[config.mk]
export PLATFORM = sky130hd
export DESIGN_NAME = ring_osc_autotrim
export DESIGN_NICKNAME = d
export VERILOG_FILES = /design/src/rtl/ring_osc_pkg.sv /design/src/rtl/ring_osc_trim_decode.sv /design/src/rtl/ring_osc_autotrim.sv
export SDC_FILE = /design/constraint.sdc
export NUM_CORES = 1
export LEC_CHECK = 0
export BUFFER_PORTS_ARGS = -buffer_cell sky130_fd_sc_hd__buf_2
export CAP_MARGIN = 0
export CORE_AREA = 4 4 91 93
export DETAILED_ROUTE_END_ITERATION = 12
export DIE_AREA = 0 0 95 97
export GPL_TIMING_DRIVEN = 1
export PLACE_DENSITY_LB_ADDON = 0.3
export SLEW_MARGIN = 10
export SYNTH_ARGS = -nofsm -noshare
export SYNTH_HDL_FRONTEND = slang
export SYNTH_SLANG_ARGS = --single-unit
[constraint.sdc]
create_clock -name clock -period 7.8 [get_ports clock]
set_input_delay 0.78 -clock clock [delete_from_list [all_inputs] [get_ports clock]]
set_output_delay 0.78 -clock clock [all_outputs]
set_load 0.03 [all_outputs]
[src/rtl/ring_osc_pkg.sv]
`default_nettype none
// ring_osc_pkg -- shared state encoding and code-range helpers for the trim loop. (rev 1.0)
package ring_osc_pkg;

  typedef enum logic [1:0] {
    ST_IDLE    = 2'd0,
    ST_MEASURE = 2'd1,
    ST_ADJUST  = 2'd2
  } state_t;

  function automatic int trim_max(input int nstages);
    return 2 * nstages;
  endfunction

  function automatic int clamp_code(input int code_in, input int max_code);
    return (code_in > max_code) ? max_code : code_in;
  endfunction

endpackage
`default_nettype wire

[src/rtl/ring_osc_trim_decode.sv]
`default_nettype none
// ring_osc_trim_decode -- trim code to thermometer bus, primary bits fill before secondary. (rev 1.0)
module ring_osc_trim_decode #(
  parameter int NSTAGES = 13,
  parameter int CODE_W  = $clog2(2*NSTAGES+1)
) (
  input  logic [CODE_W-1:0]    i_code,
  output logic [2*NSTAGES-1:0] o_trim
);

  // Bit k covers primary stage k for k < NSTAGES and secondary stage k-NSTAGES above that.
  for (genvar k = 0; k < 2*NSTAGES; k++) begin : g_bit
    assign o_trim[k] = (i_code > CODE_W'(k));
  end

endmodule
`default_nettype wire

[src/rtl/ring_osc_autotrim.sv]
`default_nettype none
// ring_osc_autotrim -- measures divided oscillator per window and steps the trim code toward target. (rev 1.0)
module ring_osc_autotrim
  import ring_osc_pkg::*;
#(
  parameter int NSTAGES   = 13,
  parameter int CODE_W    = $clog2(2*NSTAGES+1),
  parameter int CNT_W     = 16,
  parameter int WIN_LOG2  = 10,
  parameter int TOL       = 2,
  parameter int LOCK_WINS = 4,
  parameter int INIT_CODE = 0
) (
  input  logic                 clock,
  input  logic                 reset,
  input  logic                 enable,
  input  logic                 manual,
  input  logic [CODE_W-1:0]    manual_code,
  input  logic [CNT_W-1:0]     target,
  input  logic                 osc_div,
  output logic [2*NSTAGES-1:0] trim,
  output logic [CODE_W-1:0]    code,
  output logic [CNT_W-1:0]     count_last,
  output logic                 meas_valid,
  output logic                 locked
);

  localparam int                C_MAX      = trim_max(NSTAGES);
  localparam int                INR_W      = $clog2(LOCK_WINS+1);
  localparam logic [CODE_W-1:0] c_max_code = CODE_W'(C_MAX);
  localparam logic [CODE_W-1:0] c_init     = CODE_W'(clamp_code(INIT_CODE, C_MAX));
  localparam logic [INR_W-1:0]  c_lock     = INR_W'(LOCK_WINS);
  localparam logic [INR_W-1:0]  c_lock_m1  = INR_W'(LOCK_WINS-1);
  localparam logic [CNT_W:0]    c_tol      = (CNT_W+1)'(TOL);

  state_t                r_state, w_state_next;
  logic                  r_sync1, r_sync2, r_sync_prev;
  logic [WIN_LOG2-1:0]   r_win;
  logic [CNT_W-1:0]      r_cnt, r_count_last;
  logic [CODE_W-1:0]     r_code, w_code_d, w_manual_clamped;
  logic [2*NSTAGES-1:0]  r_trim, w_trim_d;
  logic [INR_W-1:0]      r_inr, w_inr_d;
  logic                  r_locked, w_locked_d, r_meas_valid;
  logic                  w_run, w_rise, w_adjust, w_fast, w_slow;
  logic [CNT_W:0]        w_cnt_x, w_tgt_x;

  assign w_run    = enable && !manual;
  assign w_rise   = r_sync2 && !r_sync_prev;
  assign w_adjust = (r_state == ST_ADJUST) && w_run;

  // Data-only synchronizer plus edge register; no reset so the chain never depends on it.
  always_ff @(posedge clock) begin
    r_sync1     <= osc_div;
    r_sync2     <= r_sync1;
    r_sync_prev <= r_sync2;
  end

  always_ff @(posedge clock) begin
    if (reset) r_state <= ST_IDLE;
    else       r_state <= w_state_next;
  end

  always_comb begin
    w_state_next = r_state;
    case (r_state)
      ST_IDLE:    w_state_next = ST_MEASURE;
      ST_MEASURE: if (&r_win) w_state_next = ST_ADJUST;
      ST_ADJUST:  w_state_next = ST_MEASURE;
      default:    w_state_next = ST_IDLE;
    endcase
    if (!w_run) w_state_next = ST_IDLE;
  end

  // Counters run only while measuring, so every entry to MEASURE starts them from zero.
  always_ff @(posedge clock) begin
    if (reset || r_state != ST_MEASURE) begin
      r_win <= '0;
      r_cnt <= '0;
    end else begin
      r_win <= r_win + 1'b1;
      if (w_rise && r_cnt != '1) r_cnt <= r_cnt + 1'b1;
    end
  end

  assign w_cnt_x = {1'b0, r_cnt};
  assign w_tgt_x = {1'b0, target};
  assign w_fast  = w_cnt_x > (w_tgt_x + c_tol);
  assign w_slow  = (w_cnt_x + c_tol) < w_tgt_x;
  assign w_manual_clamped = CODE_W'(clamp_code(int'(manual_code), C_MAX));

  always_comb begin
    w_code_d   = r_code;
    w_inr_d    = r_inr;
    w_locked_d = r_locked;
    if (reset) begin
      w_code_d   = c_init;
      w_inr_d    = '0;
      w_locked_d = 1'b0;
    end else if (manual) begin
      w_code_d   = w_manual_clamped;
      w_inr_d    = '0;
      w_locked_d = 1'b0;
    end else if (w_adjust) begin
      if (w_fast || w_slow) begin
        w_inr_d    = '0;
        w_locked_d = 1'b0;
        if (w_fast && r_code != c_max_code) w_code_d = r_code + 1'b1;
        if (w_slow && r_code != '0)         w_code_d = r_code - 1'b1;
      end else if (r_inr >= c_lock_m1) begin
        w_inr_d    = c_lock;
        w_locked_d = 1'b1;
      end else begin
        w_inr_d = r_inr + 1'b1;
      end
    end
  end

  ring_osc_trim_decode #(
    .NSTAGES (NSTAGES),
    .CODE_W  (CODE_W)
  ) u_decode (
    .i_code (w_code_d),
    .o_trim (w_trim_d)
  );

  // Code and trim register together from the same next value, so trim never lags code.
  always_ff @(posedge clock) begin
    r_code   <= w_code_d;
    r_trim   <= w_trim_d;
    r_inr    <= w_inr_d;
    r_locked <= w_locked_d;
    if (reset) begin
      r_count_last <= '0;
      r_meas_valid <= 1'b0;
    end else begin
      r_meas_valid <= w_adjust;
      if (w_adjust) r_count_last <= r_cnt;
    end
  end

  assign trim       = r_trim;
  assign code       = r_code;
  assign count_last = r_count_last;
  assign meas_valid = r_meas_valid;
  assign locked     = r_locked;

endmodule
`default_nettype wire

==> flow_metrics.env <==
export IMPL_finalWirelength_mm=10.3
export IMPL_area_growth_pct=12.6
export IMPL_crit_chain="ha_1 -> and3_1 -> and3_1 -> and3_1 -> and3_1 -> nand2_1 -> xnor2_1 -> ha_1 -> nand3_1 -> nor3_1 -> o311ai_2 -> nand3_2 -> a2bb2oi_1 -> nor2_1 -> a2111oi_1 -> nor2_1 -> o31ai_1"
export IMPL_yosys_top_cells_area="dfxtp_1 37%, ha_1 11%, nand2_1 5.2%"
export IMPL_grt_max_degree=27
export IMPL_post_route_cells_drive_above_1_share_pct=17.8
export IMPL_drtIter0Drc=151
export IMPL_initial_core_util_pct=59.9
export IMPL_tns_ps=0
export IMPL_insertedDiodeCount=0
export IMPL_yosys_cell_count_top_type="dfxtp_1"
export IMPL_grt_pass1_vias=3729
export IMPL_rows=32
export IMPL_min_period_ps=5010
export IMPL_slowest_delay_ps=610
export IMPL_hold_path_depth=0
export IMPL_cellPowerDensity_nw_per_um2=169
export IMPL_setup_viol=0
export IMPL_r2r_start="r_cnt[2]"
export IMPL_fmax_ghz=0.200
export IMPL_ff2ff_setup_slack_ps=2790
export IMPL_period_share_pct=64.2
export IMPL_yosysTopAreaCellShare_pct=36.9
export IMPL_hold_end="r_sync2"
export IMPL_synth_cell_types=59
export IMPL_worstPathArrival_ps=5250
export IMPL_wire_per_inst_um=14.7
export IMPL_pre_cts_ws_ps=2710
export IMPL_status="finished, final reports clean"
export IMPL_fin_nets=663
export IMPL_p_switching_mw=0.259
export IMPL_cp_end_kind="flop"
export IMPL_p_total_mw=0.857
export IMPL_required_ps=8040
export IMPL_combPwrFrac_pct=12.9
export IMPL_async_flop_share_pct=0
export IMPL_yosys_top_cells_count="83 x dfxtp_1, 63 x nand2_1, 45 x nor2_1, 43 x a21oi_1, 40 x ha_1"
export IMPL_seqPwrFrac_pct=51.7
export IMPL_die_h_um=97
export IMPL_critical_path_top_delay_family="simple AND/OR/NAND/NOR gates"
export IMPL_r2r_cells=17
export IMPL_internal_power_mw=0.598
export IMPL_numPortBuffers=74
export IMPL_ant_nets=0
export IMPL_crit_path_frequent_cell="and3_1"
export IMPL_cts_max_path_buffers=2
export IMPL_synth_nets=604
export IMPL_tritoncts="done"
export IMPL_antenna_found_initial=0
export IMPL_critPathBufInv=0
export IMPL_fin_ws_ps=2790
export IMPL_hold_viol_final=0
export IMPL_dieArea_sq_um=9220
export IMPL_vias=3922
export IMPL_clk_pin_slew_ps=90
export IMPL_cts_root_buf="clkbuf_8"
export IMPL_drv_cap=0
export IMPL_switching_share_pct=30.2
export IMPL_wl_met2_mm=5.16
export IMPL_avgSynthCellArea_sq_um=8.37
export IMPL_holdCritStartpoint="r_sync1"
export IMPL_worst_pin_slew_ps=1080
export IMPL_maxSlewHeadroom_pct=27.7
export IMPL_crit_path_start_kind="flop"
export IMPL_synth_edff_count=0
export IMPL_p_clk_share_pct=35.4
export IMPL_cp_max_fo=8
export IMPL_yosysTopAreaCell="dfxtp_1"
export IMPL_leakage_nw=2.27
export IMPL_critPathKind="flop to flop"
export IMPL_coreArea_sq_um=7530
export IMPL_chipWidth_um=95
export IMPL_post_cts_buffers=0
export IMPL_gp_congestion=0.944
export IMPL_top_layer="met4"
export IMPL_cts_hold_buffers=0
export IMPL_synth_yosys_warnings=0
export IMPL_yosysSeqAreaShare_pct=36.9
export IMPL_maxSlewViolCount=0
export IMPL_r2r_end="trim[20]"
export IMPL_ctsHtreeMaxLevel=3
export IMPL_synth_ff_type="dfxtp_1"
export IMPL_gr_usage_all_layers_pct=23.0
export IMPL_cts_made_buffers=9
export IMPL_syn_cell_area_sq_um=4510
export IMPL_syn_inst=538
export IMPL_clk_latency_ps=360
export IMPL_synth_seq_cells=83
export IMPL_rsz0062_at_grt="no"
export IMPL_crit_slowest_cell="a2111oi_1"
export IMPL_cts_sinks=83
export IMPL_via_per_inst=5.57
export IMPL_drc=0
export IMPL_irDropWorstVdd_mv=0.101
export IMPL_io_pins=75
export IMPL_met1_length_mm=4.31
export IMPL_first_pass_iters=4
export IMPL_grt_pass1_wl_mm=17.1
export IMPL_final_setup_skew_ps=13.7
export IMPL_dr_wl_met3_um=643
export IMPL_place_hpwl_mm=7.83
export IMPL_grt_overflow_total=0
export IMPL_cts_repair_resized=0
export IMPL_hp_class="flop to flop"
## per-stage QoR
| stage | util, % | hold slack (ps) | cell area, sq um | std cells |
|---|---|---|---|---|
| after floorplan | - | 310 | 4510 | 538 |
| after global placement | 64.8 | 314 | 4880 | 688 |
| after detailed placement | 64.8 | 321 | 4880 | 688 |
| after CTS | 67.4 | 343 | 5070 | 704 |
| after global routing | 67.4 | 347 | 5070 | 704 |
| final | 67.4 | 340 | 5070 | 704 |
## metal layers
layer	track usage [%]	up-vias
met3	5.83	20
met5	0	-
met4	6.88	0
met2	40.0	124
li1	-	1977
met1	27.4	1801
## layout by cell type (no fill, tap or decap), types with 3 or more instances in the layout
cell	synthesis	layout
o31ai_1	4	4
and2_1	6	6
nor3_1	12	12
o21ai_1	3	3
xnor2_1	24	24
nor2_1	45	45
buf_2	3	74
nor4_1	4	4
or3_1	6	6
dfxtp_1	83	83
and4_1	3	3
a21oi_1	43	43
nand2_1	63	63
and3_1	11	11
nor2b_1	3	3
nand2b_1	4	4
ha_1	40	40
nand4_1	8	8
inv_1	30	30
a31oi_1	6	6
clkbuf_8	0	9
a211oi_1	6	6
xor2_1	22	22
nand3_1	32	32
o21ai_0	14	14
## cell families (layout without fill, tap and decap cells)
kind of cell	Yosys count	in the layout	share of synthesized area, %
compound gates	96	96	13.7
xor+xnor	46	46	8.94
fa+ha+maj	40	40	11.1
buf+inv	57	121	5.36
flops	83	83	36.9
mux	1	1	0.222
simple gates	215	215	23.8
## area by class of cell
cell class	count	area, sq um
multi-input combinational	398	2600
clock buffer	9	124
sequential	83	1660
inverter	31	116
timing repair buffer	74	370
tap	102	128
clock inverter	7	71.3
fill	642	2450
## how the worst max path moves through the flow
stage | start | endpoint | slack (ps) | cells past startpoint
final | r_cnt[2] | trim[20] | 2790 | 17
after global routing | r_cnt[2] | trim[20] | 2440 | 17
after CTS | r_cnt[2] | trim[20] | 2870 | 17
after detailed placement | target[1] | trim[22] | 2710 | 16
after global placement | target[1] | trim[22] | 2950 | 16
after floorplan | target[1] | trim[22] | 3420 | 16
## flip-flops by register name, summed over array words and instances, names as in the netlist
name,cells
meas_valid,1
r_sync2,1
r_cnt,16
r_inr,3
locked,1
r_sync1,1
count_last,16
r_state,2
r_sync_prev,1
trim,26
r_win,10
code,5
## power groups by stage
stage | combinational [mW] | clock [mW] | sequential [mW]
floorplan | 0.0537 | 0 | 0.476
global placement | 0.107 | 0 | 0.453
detailed placement | 0.110 | 0 | 0.453
CTS | 0.110 | 0.313 | 0.443
global route | 0.121 | 0.333 | 0.445
finish | 0.111 | 0.303 | 0.443
Power figures use the tool's default switching activity.
